$ cat src/rtl/shared_fn_scheduler.sv
// shared_fn_scheduler: round-robin front end that lets N_REQ requesters share
// one pipelined, fixed-latency function unit. Each requester holds at most one
// operation; a tag pipeline matched to the unit latency routes every result
// back to its issuer, and the result is held there until it is accepted.
module shared_fn_scheduler #(
   parameter int N_REQ   = 4,
   parameter int ARG_W   = 8,
   parameter int RES_W   = 16,
   parameter int LATENCY = 3
) (
   input  logic                     i_clk,
   input  logic                     i_rstn,
   input  logic [N_REQ-1:0]         i_req_valid,
   input  logic [N_REQ*ARG_W-1:0]   i_req_arg,
   output logic [N_REQ-1:0]         o_req_ready,
   output logic [N_REQ-1:0]         o_rsp_valid,
   output logic [N_REQ*RES_W-1:0]   o_rsp_data,
   input  logic [N_REQ-1:0]         i_rsp_ready,
   output logic                     o_fn_valid,
   output logic [ARG_W-1:0]         o_fn_arg,
   input  logic [RES_W-1:0]         i_fn_result,
   output logic                     o_busy
);

   localparam int TAG_W = (N_REQ > 1) ? $clog2(N_REQ) : 1;

   localparam logic [1:0] ST_IDLE = 2'd0;
   localparam logic [1:0] ST_BUSY = 2'd1;
   localparam logic [1:0] ST_DONE = 2'd2;

   logic [TAG_W-1:0]  ptr_reg;
   logic [LATENCY-1:0] trk_valid_reg;
   logic [TAG_W-1:0]  trk_tag_reg [LATENCY];

   logic [N_REQ-1:0]  eligible;
   logic [N_REQ-1:0]  busy_vec;
   logic [N_REQ-1:0]  grant;
   logic              grant_found;
   logic [TAG_W-1:0]  grant_idx;
   logic              fn_issue;
   logic              cap_valid;
   logic [TAG_W-1:0]  cap_tag;
   int                scan_idx;

   // Round-robin scan from ptr with wrap; first eligible requester wins.
   always_comb begin
      grant_found = 1'b0;
      grant_idx   = '0;
      scan_idx    = 0;
      grant       = '0;
      for (int k = 0; k < N_REQ; k++) begin
         scan_idx = int'(ptr_reg) + k;
         if (scan_idx >= N_REQ) scan_idx = scan_idx - N_REQ;
         if (!grant_found && eligible[scan_idx]) begin
            grant_found = 1'b1;
            grant_idx   = TAG_W'(scan_idx);
         end
      end
      // Nothing is granted while reset is held, even though states read IDLE.
      for (int n = 0; n < N_REQ; n++) begin
         grant[n] = i_rstn && grant_found && (grant_idx == TAG_W'(n));
      end
   end

   assign fn_issue    = i_rstn && grant_found;
   assign o_req_ready = grant;
   assign o_fn_valid  = fn_issue;
   assign o_fn_arg    = fn_issue ? i_req_arg[grant_idx*ARG_W +: ARG_W] : '0;

   assign cap_valid = trk_valid_reg[LATENCY-1];
   assign cap_tag   = trk_tag_reg[LATENCY-1];
   assign o_busy    = |busy_vec;

   // Pointer moves to the slot after the requester just granted.
   always_ff @(posedge i_clk) begin
      if (!i_rstn) begin
         ptr_reg <= '0;
      end else if (fn_issue) begin
         ptr_reg <= (grant_idx == TAG_W'(N_REQ-1)) ? '0 : grant_idx + 1'b1;
      end
   end

   // Tag pipeline mirrors the unit latency; the tail lines up with i_fn_result.
   always_ff @(posedge i_clk) begin
      if (!i_rstn) begin
         trk_valid_reg <= '0;
         for (int i = 0; i < LATENCY; i++) trk_tag_reg[i] <= '0;
      end else begin
         trk_valid_reg[0] <= fn_issue;
         trk_tag_reg[0]   <= grant_idx;
         for (int i = 1; i < LATENCY; i++) begin
            trk_valid_reg[i] <= trk_valid_reg[i-1];
            trk_tag_reg[i]   <= trk_tag_reg[i-1];
         end
      end
   end

   genvar gi;
   generate
      for (gi = 0; gi < N_REQ; gi++) begin : g_req
         localparam logic [TAG_W-1:0] MY_TAG = TAG_W'(gi);
         logic [1:0]       state_reg;
         logic [RES_W-1:0] rsp_data_reg;

         assign eligible[gi]                  = i_req_valid[gi] && (state_reg == ST_IDLE);
         assign busy_vec[gi]                  = (state_reg != ST_IDLE);
         assign o_rsp_valid[gi]               = (state_reg == ST_DONE);
         assign o_rsp_data[gi*RES_W +: RES_W] = rsp_data_reg;

         // IDLE -> BUSY on grant, BUSY -> DONE on tagged capture, DONE -> IDLE on accept.
         always_ff @(posedge i_clk) begin
            if (!i_rstn) begin
               state_reg    <= ST_IDLE;
               rsp_data_reg <= '0;
            end else begin
               case (state_reg)
                  ST_IDLE: if (grant[gi]) state_reg <= ST_BUSY;
                  ST_BUSY: if (cap_valid && cap_tag == MY_TAG) begin
                     state_reg    <= ST_DONE;
                     rsp_data_reg <= i_fn_result;
                  end
                  ST_DONE: if (i_rsp_ready[gi]) state_reg <= ST_IDLE;
                  default: state_reg <= ST_IDLE;
               endcase
            end
         end
      end
   endgenerate

   // One operation per requester means live tracker entries never share a tag.
   always_ff @(posedge i_clk) begin
      if (i_rstn) begin
         for (int i = 0; i < LATENCY; i++) begin
            assert (!trk_valid_reg[i] || int'(trk_tag_reg[i]) < N_REQ);
            for (int j = i + 1; j < LATENCY; j++) begin
               assert (!(trk_valid_reg[i] && trk_valid_reg[j] &&
                         trk_tag_reg[i] == trk_tag_reg[j]));
            end
         end
      end
   end

endmodule

$ cat config.mk
export PLATFORM = sky130hd
export DESIGN_NAME = shared_fn_scheduler
export DESIGN_NICKNAME = d
export VERILOG_FILES = /design/src/rtl/shared_fn_scheduler.sv
export SDC_FILE = /design/constraint.sdc
export NUM_CORES = 1
export LEC_CHECK = 0
export ABC_AREA = 1
export BUFFER_PORTS_ARGS = -buffer_cell sky130_fd_sc_hd__buf_4
export CAP_MARGIN = 20
export CORE_MARGIN = 2
export CORE_UTILIZATION = 54
export CTS_BUF_LIST = sky130_fd_sc_hd__clkbuf_2 sky130_fd_sc_hd__clkbuf_4 sky130_fd_sc_hd__clkbuf_8
export DETAILED_ROUTE_END_ITERATION = 16
export PLACE_DENSITY = 0.87
export SYNTH_ARGS = -nofsm -noshare
export SYNTH_HDL_FRONTEND = slang
export SYNTH_SLANG_ARGS = --single-unit
export TNS_END_PERCENT = 10
$ cat constraint.sdc
create_clock -name i_clk -period 2.77 [get_ports i_clk]
set_input_delay 0.1385 -clock i_clk [delete_from_list [all_inputs] [get_ports i_clk]]
set_output_delay 0.1385 -clock i_clk [all_outputs]
set_load 0.02 [all_outputs]
==> results of run 1 <==
==> what timing repair did <==
| action | CTS | global route |
|---|---|---|
| setup endpoints to repair | 0 | 12 |
| hold endpoints to repair | 0 | 0 |
| resized for setup | 0 | 4 |
==> Yosys cell counts (3+ instances only) <==
master and count:
a21oi_1 16, nand3_2 8, inv_1 27, o21ai_0 67, nand2_2 12, dfxtp_1 83
buf_4 3, nor2_1 144, nand3_1 30, clkbuf_1 15, nand2_1 79, nor2_2 5
==> metrics by stage <==
step / hold WS, ps / instance area [µm²]
2_1_floorplan: 273 / 3600
3_3_place_gp: 391 / 4650
3_5_place_dp: 401 / 4650
4_1_cts: 31.7 / 4860
5_1_grt: 37.3 / 4870
6_report: 34.4 / 4870
==> how the worst max path moves through the flow <==
| stage | from | cells after the start | to |
|---|---|---|---|
| floorplan | g_req[3].state_reg[1] | 14 | o_fn_arg[6] |
| global placement | ptr_reg[0] | 13 | o_fn_arg[6] |
| detailed placement | ptr_reg[0] | 13 | o_fn_arg[5] |
| CTS | ptr_reg[0] | 13 | o_fn_arg[0] |
| global route | g_req[3].state_reg[0] | 14 | o_fn_arg[0] |
| finish | g_req[3].state_reg[1] | 12 | o_fn_arg[0] |
==> kinds of logic (layout without fill, tap and decap cells) <==
| group | after synthesis | after routing | synth area share |
|---|---|---|---|
| flip-flops | 83 | 83 | 0.462 |
| buffers and inverters | 57 | 193 | 0.0717 |
| AND/OR/NAND/NOR | 285 | 285 | 0.343 |
| AO/OA/AOI/OAI | 87 | 87 | 0.124 |
==> tightest hold or removal path: cells and delay by family <==
kind | cells | cell delay (ps)
AND/OR/NAND/NOR | 2 | 120
buffers and inverters | 1 | 100
==> per-layer routing <==
layer / wire (µm) / vias up / share of wire / GRT usage
li1: - / 1891 / - / -
met1: 4070 / 1723 / 0.41 / 0.325
met2: 4950 / 200 / 0.49 / 0.469
met3: 890 / 11 / 0.089 / 0.0645
met4: 121 / 0 / 0.012 / 0.0837
met5: 0 / - / 0 / 0
==> report_power, final <==
group | switching (mW) | total [mW] | leakage [nW] | internal [mW]
Combinational | 1.29 | 1.99 | 1.66 | 0.701
Sequential | 0.0756 | 1.35 | 0.671 | 1.27
Clock | 0.456 | 0.907 | 0.0999 | 0.451
==> layout make-up <==
type,instances,area [µm²],area share
repair buffers,144,1080,0.222
well taps,77,96.3,0.0198
flip-flops and latches,83,1660,0.341
inverters,33,128,0.0262
multi-input cells,372,1700,0.348
clock inverters,6,71.3,0.0146
clock buffers,10,138,0.0282
==> results.yml, run 1 <==
outcome:
  outcome: "finished clean"
setup_path:
  max_stage_delay_ps: 330
  cp-end-kind: "output pin"
  cp.arrival_ps: 2430
  r2r_end: "ptr_reg[1]"
  startpoint_type: "flip-flop"
  path_cells: "nor2_1 > nand3_1 > nand2_1 > nand2_1 > nand2_2 > nor2_2 > a21boi_0 > nand3_1 > inv_2 > nand2_1 > a21oi_1 > buf_4"
  cp.required_ps: 2630
  critPathTopFamily: "simple AND/OR/NAND/NOR gates"
  worst-path-buf-inv: 2
  crit_fanout: 11
  reg2reg_slack_ps: 730
  cp_slowest_cell: "dfxtp_1"
  crit_type: "flip-flop to output pin"
  rr_worst_depth: 13
  r2r_start: "g_req[3].state_reg[1]"
  cp_common_cell: "nand2_1"
timing:
  max_freq_ghz: 0.390
  tns_ps: 0
  finalWorstSetupSlack_ps: 204
  drv_slew: 0
  min_period_ps: 2570
  fin_skew_ps: 13.9
  final_hold_viol_count: 0
  finalSetupViolCount: 0
  fin_crit_sh: 0.926
  tightest_slew_ps: 628
  rsz0062_at_grt: "no"
  relSlewSlack: 0.580
final_layout:
  nets: 701
  fill_cells: 495
  largest_reg_flops: 64
  diodes: 0
  layout_common_cells: "nor2_1, buf_4, dfxtp_1, nand2_1, o21ai_0"
  post-route-util: 0.763
  fin_cells: 725
  area_delta_synth_final_pct: 35.5
  layout-drive-gt1-share: 0.304
global_routing:
  grt_pass1_vias: 3425
  overflow: 0
  grt_max_degree: 73
  antenna_found_initial: 0
  track_usage: 0.268
  grt_first_pass_wirelength_mm: 15.8
hold_path:
  hp-class: "input port to flip-flop"
  hp-start: "i_fn_result[1]"
  min_to: "g_req[1].rsp_data_reg[1]"
  min_path_cells: 3
die:
  fp.coreArea_mm2: 0.00639
  die_area_mm2: 0.00733
  start_util: 0.563
  rows: 29
  die-height_um: 85.6
  die_x_um: 85.6
  io_pins: 140
drt:
  drt_iter0_markers: 204
  antenna_left: 0
  post_drt_wl_per_cell_um: 13.8
  vias_per_cell: 5.28
  routed_wl_mm: 10.0
  vias: 3825
  drc: 0
  drt-pass1-iter-count: 5
pwr:
  p_per_area_mw_per_mm2: 872
  p_leak_nw: 2.43
  vdd_drop_max_mv: 0.873
  finalPower_mw: 4.25
clock_network:
  cts_setup_buffers: 0
  cts_tree: "built"
  h-tree-depth: 3
  cts_sinks: 83
  cts_root_buffer: "clkbuf_8"
  cts_buffers: 9
  path_clk_slew_ps: 90
  ctsHoldBuffers: 0
  insertion_delay_ps: 360
  clock_path_buffers: 2
place:
  io_buffer_count: 139
  dp_hpwl_mm: 7.27
  dp_cells: 709
  pre_cts_ws_ps: 433
  gp_congestion: 0.948
synthesis:
  synth_cell_type_count: 28
  yosys_warnings: 0
  synth_flop_cell: "dfxtp_1"
  synth.yosys.seq_area_share: 0.462
  synthDominantCellAreaShare: 0.462
  synth.area.top_cells: "dfxtp_1, nor2_1, o21ai_0"
  yosysTopAreaCell: "dfxtp_1"
  avgSynthCellArea_um2: 7.03
  synth_edf_count: 0
  synth_cells: 512
  ys_seq_elements: 83
  async_reset_ff_frac: 0
  synth_nets: 570
  syn_area_mm2: 0.00360
run:
  drv_cap: 0
(Power assumes the default switching activity.)
==> run 2, diff against run 1 <==
--- a/config.mk
+++ b/config.mk
@@ -9,10 +9,10 @@
 export BUFFER_PORTS_ARGS = -buffer_cell sky130_fd_sc_hd__buf_4
 export CAP_MARGIN = 20
 export CORE_MARGIN = 2
-export CORE_UTILIZATION = 54
+export CORE_UTILIZATION = 40
 export CTS_BUF_LIST = sky130_fd_sc_hd__clkbuf_2 sky130_fd_sc_hd__clkbuf_4 sky130_fd_sc_hd__clkbuf_8
 export DETAILED_ROUTE_END_ITERATION = 16
-export PLACE_DENSITY = 0.87
+export PLACE_DENSITY = 0.68
 export SYNTH_ARGS = -nofsm -noshare
 export SYNTH_HDL_FRONTEND = slang
 export SYNTH_SLANG_ARGS = --single-unit
==> run 2 against run 1 <==
Cell count up 4.6%. Die area up 33%. Count of clock-buffer cells in the layout unchanged. Register-to-register slack about the same. Clock power down 5.7%. Sequential share of layout area down 0.29 points. Total power down 0.24%.
==> results.yml, run 2 (synthesized netlist as in run 1, its figures left out) <==
timing:
  finalSetupViolCount: 0
  max_freq_ghz: 0.385
  relSlewSlack: 0.592
  final_hold_viol_count: 0
  drv_slew: 0
  fin_skew_ps: 10.3
  tightest_slew_ps: 611
  rsz0062_at_grt: "no"
  min_period_ps: 2600
  tns_ps: 0
  fin_crit_sh: 0.937
setup_path:
  rr_worst_depth: 12
  cp.required_ps: 2630
  cp.arrival_ps: 2460
  crit_fanout: 18
  cp_common_cell: "nand2_1"
  crit_type: "flip-flop to output pin"
  startpoint_type: "flip-flop"
  cp-end-kind: "output pin"
  cp_slowest_cell: "dfxtp_1"
  cp.depth: 14
  critPathTopFamily: "simple AND/OR/NAND/NOR gates"
  max_stage_delay_ps: 330
  path_cells: "nor2_1 > nand3_1 > nand2_1 > nand2_1 > nand2_2 > nor2_2 > nor2_2 > nand2_4 > nand2_4 > nand2_2 > nand2_1 > nand2_1 > a21oi_1 > buf_4"
  worst-path-buf-inv: 1
hold_path:
  min_path_cells: 3
  hp-class: "input port to flip-flop"
final_layout:
  diodes: 0
  nets: 703
  layout-drive-gt1-share: 0.308
  largest_reg_flops: 64
  area_delta_synth_final_pct: 36.7
  fill_cells: 860
  layout_common_cells: "buf_4, nor2_1, dfxtp_1, nand2_1, o21ai_0"
  final_common_cell: "buf_4"
die:
  die_area_mm2: 0.00977
  io_pins: 140
  die-height_um: 98.8
  die_x_um: 98.8
  rows: 34
  fp.coreArea_mm2: 0.00872
  start_util: 0.412
global_routing:
  antenna_found_initial: 0
  grt_first_pass_wirelength_mm: 16.4
  grt_pass1_vias: 3447
  track_usage: 0.206
  overflow: 0
  grt_max_degree: 73
drt:
  drc: 0
  vias: 3697
  drt_iter0_markers: 153
  vias_per_cell: 4.88
  drt-pass1-iter-count: 4
  antenna_left: 0
  routed_wl_mm: 10.2
  post_drt_wl_per_cell_um: 13.4
pwr:
  p_per_area_mw_per_mm2: 862
  vdd_drop_max_mv: 0.803
  p_leak_nw: 2.44
  finalPower_mw: 4.24
clock_network:
  path_clk_slew_ps: 80
  insertion_delay_ps: 350
  h-tree-depth: 3
  clock_path_buffers: 2
  cts_tree: "built"
  cts_sinks: 83
  ctsHoldBuffers: 0
  cts_buffers: 9
  cts_root_buffer: "clkbuf_8"
outcome:
  outcome: "finished clean"
place:
  dp_hpwl_mm: 7.28
  io_buffer_count: 139
  gp_congestion: 0.797
run:
  drv_cap: 0
-- run 2: cell count changes in the layout (fill, tap and decap cells not counted), sizes merged --
cell,change
buf,+1
clkinv,+2
nand2,+1
inv,-2
-- run 2: through the flow --
| step | instance area, µm² | hold WS (ps) | setup slack, ps | utilization | cells |
|---|---|---|---|---|---|
| CTS | 4890 | 26.7 | 28.9 | 0.561 | 757 |
| global placement | 4700 | 392 | 450 | 0.538 | 741 |
| global route | 4920 | 39.3 | 25.4 | 0.564 | 758 |
| finish | 4920 | 40.0 | 174 | 0.564 | 758 |
| detailed placement | 4700 | 398 | 433 | 0.538 | 741 |
| floorplan | 3600 | 273 | 855 | - | 512 |
-- run 2: power breakdown --
| part | leakage (nW) | internal [mW] | switching, mW |
|---|---|---|---|
| logic | 1.67 | 0.719 | 1.31 |
| registers | 0.672 | 1.28 | 0.0753 |
| clock network | 0.0961 | 0.426 | 0.429 |
-- run 2: path summary, 6_finish.rpt --
kind | startpoint | to | slack [ps]
max | g_req[3].state_reg[1] | o_fn_arg[5] | 170
min | i_fn_result[14] | g_req[1].rsp_data_reg[14] | 40
max reg2reg | g_req[3].state_reg[1] | g_req[3].state_reg[0] | 720
min reg2reg | trk_valid_reg[0] | trk_valid_reg[1] | 410
-- run 2: cell type report --
class	count	area (µm²)	area share
Multi-Input combinational cell	373	1710	0.347
Sequential cell	83	1660	0.338
Timing Repair Buffer	145	1090	0.221
Tap cell	108	135	0.0275
Clock buffer	10	131	0.0267
Inverter	33	128	0.0259
Clock inverter	6	63.8	0.0130
-- run 2: worst min-delay path, stage by stage --
cell and delay [ps]:
buf_4 100, nor2_1 40, nor2_1 80
-- run 2: timing repair --
| item | CTS | global route |
|---|---|---|
| resized for setup | 0 | 5 |
| setup buffers | 0 | 0 |
| setup endpoints to repair | 0 | 10 |
-- run 2: layer usage --
layer | wire, µm | global-route usage | share of wire
met5 | 0 | 0 | 0
met4 | 154 | 0.0643 | 0.015
met3 | 700 | 0.0475 | 0.069
met2 | 4640 | 0.338 | 0.46
met1 | 4670 | 0.269 | 0.46
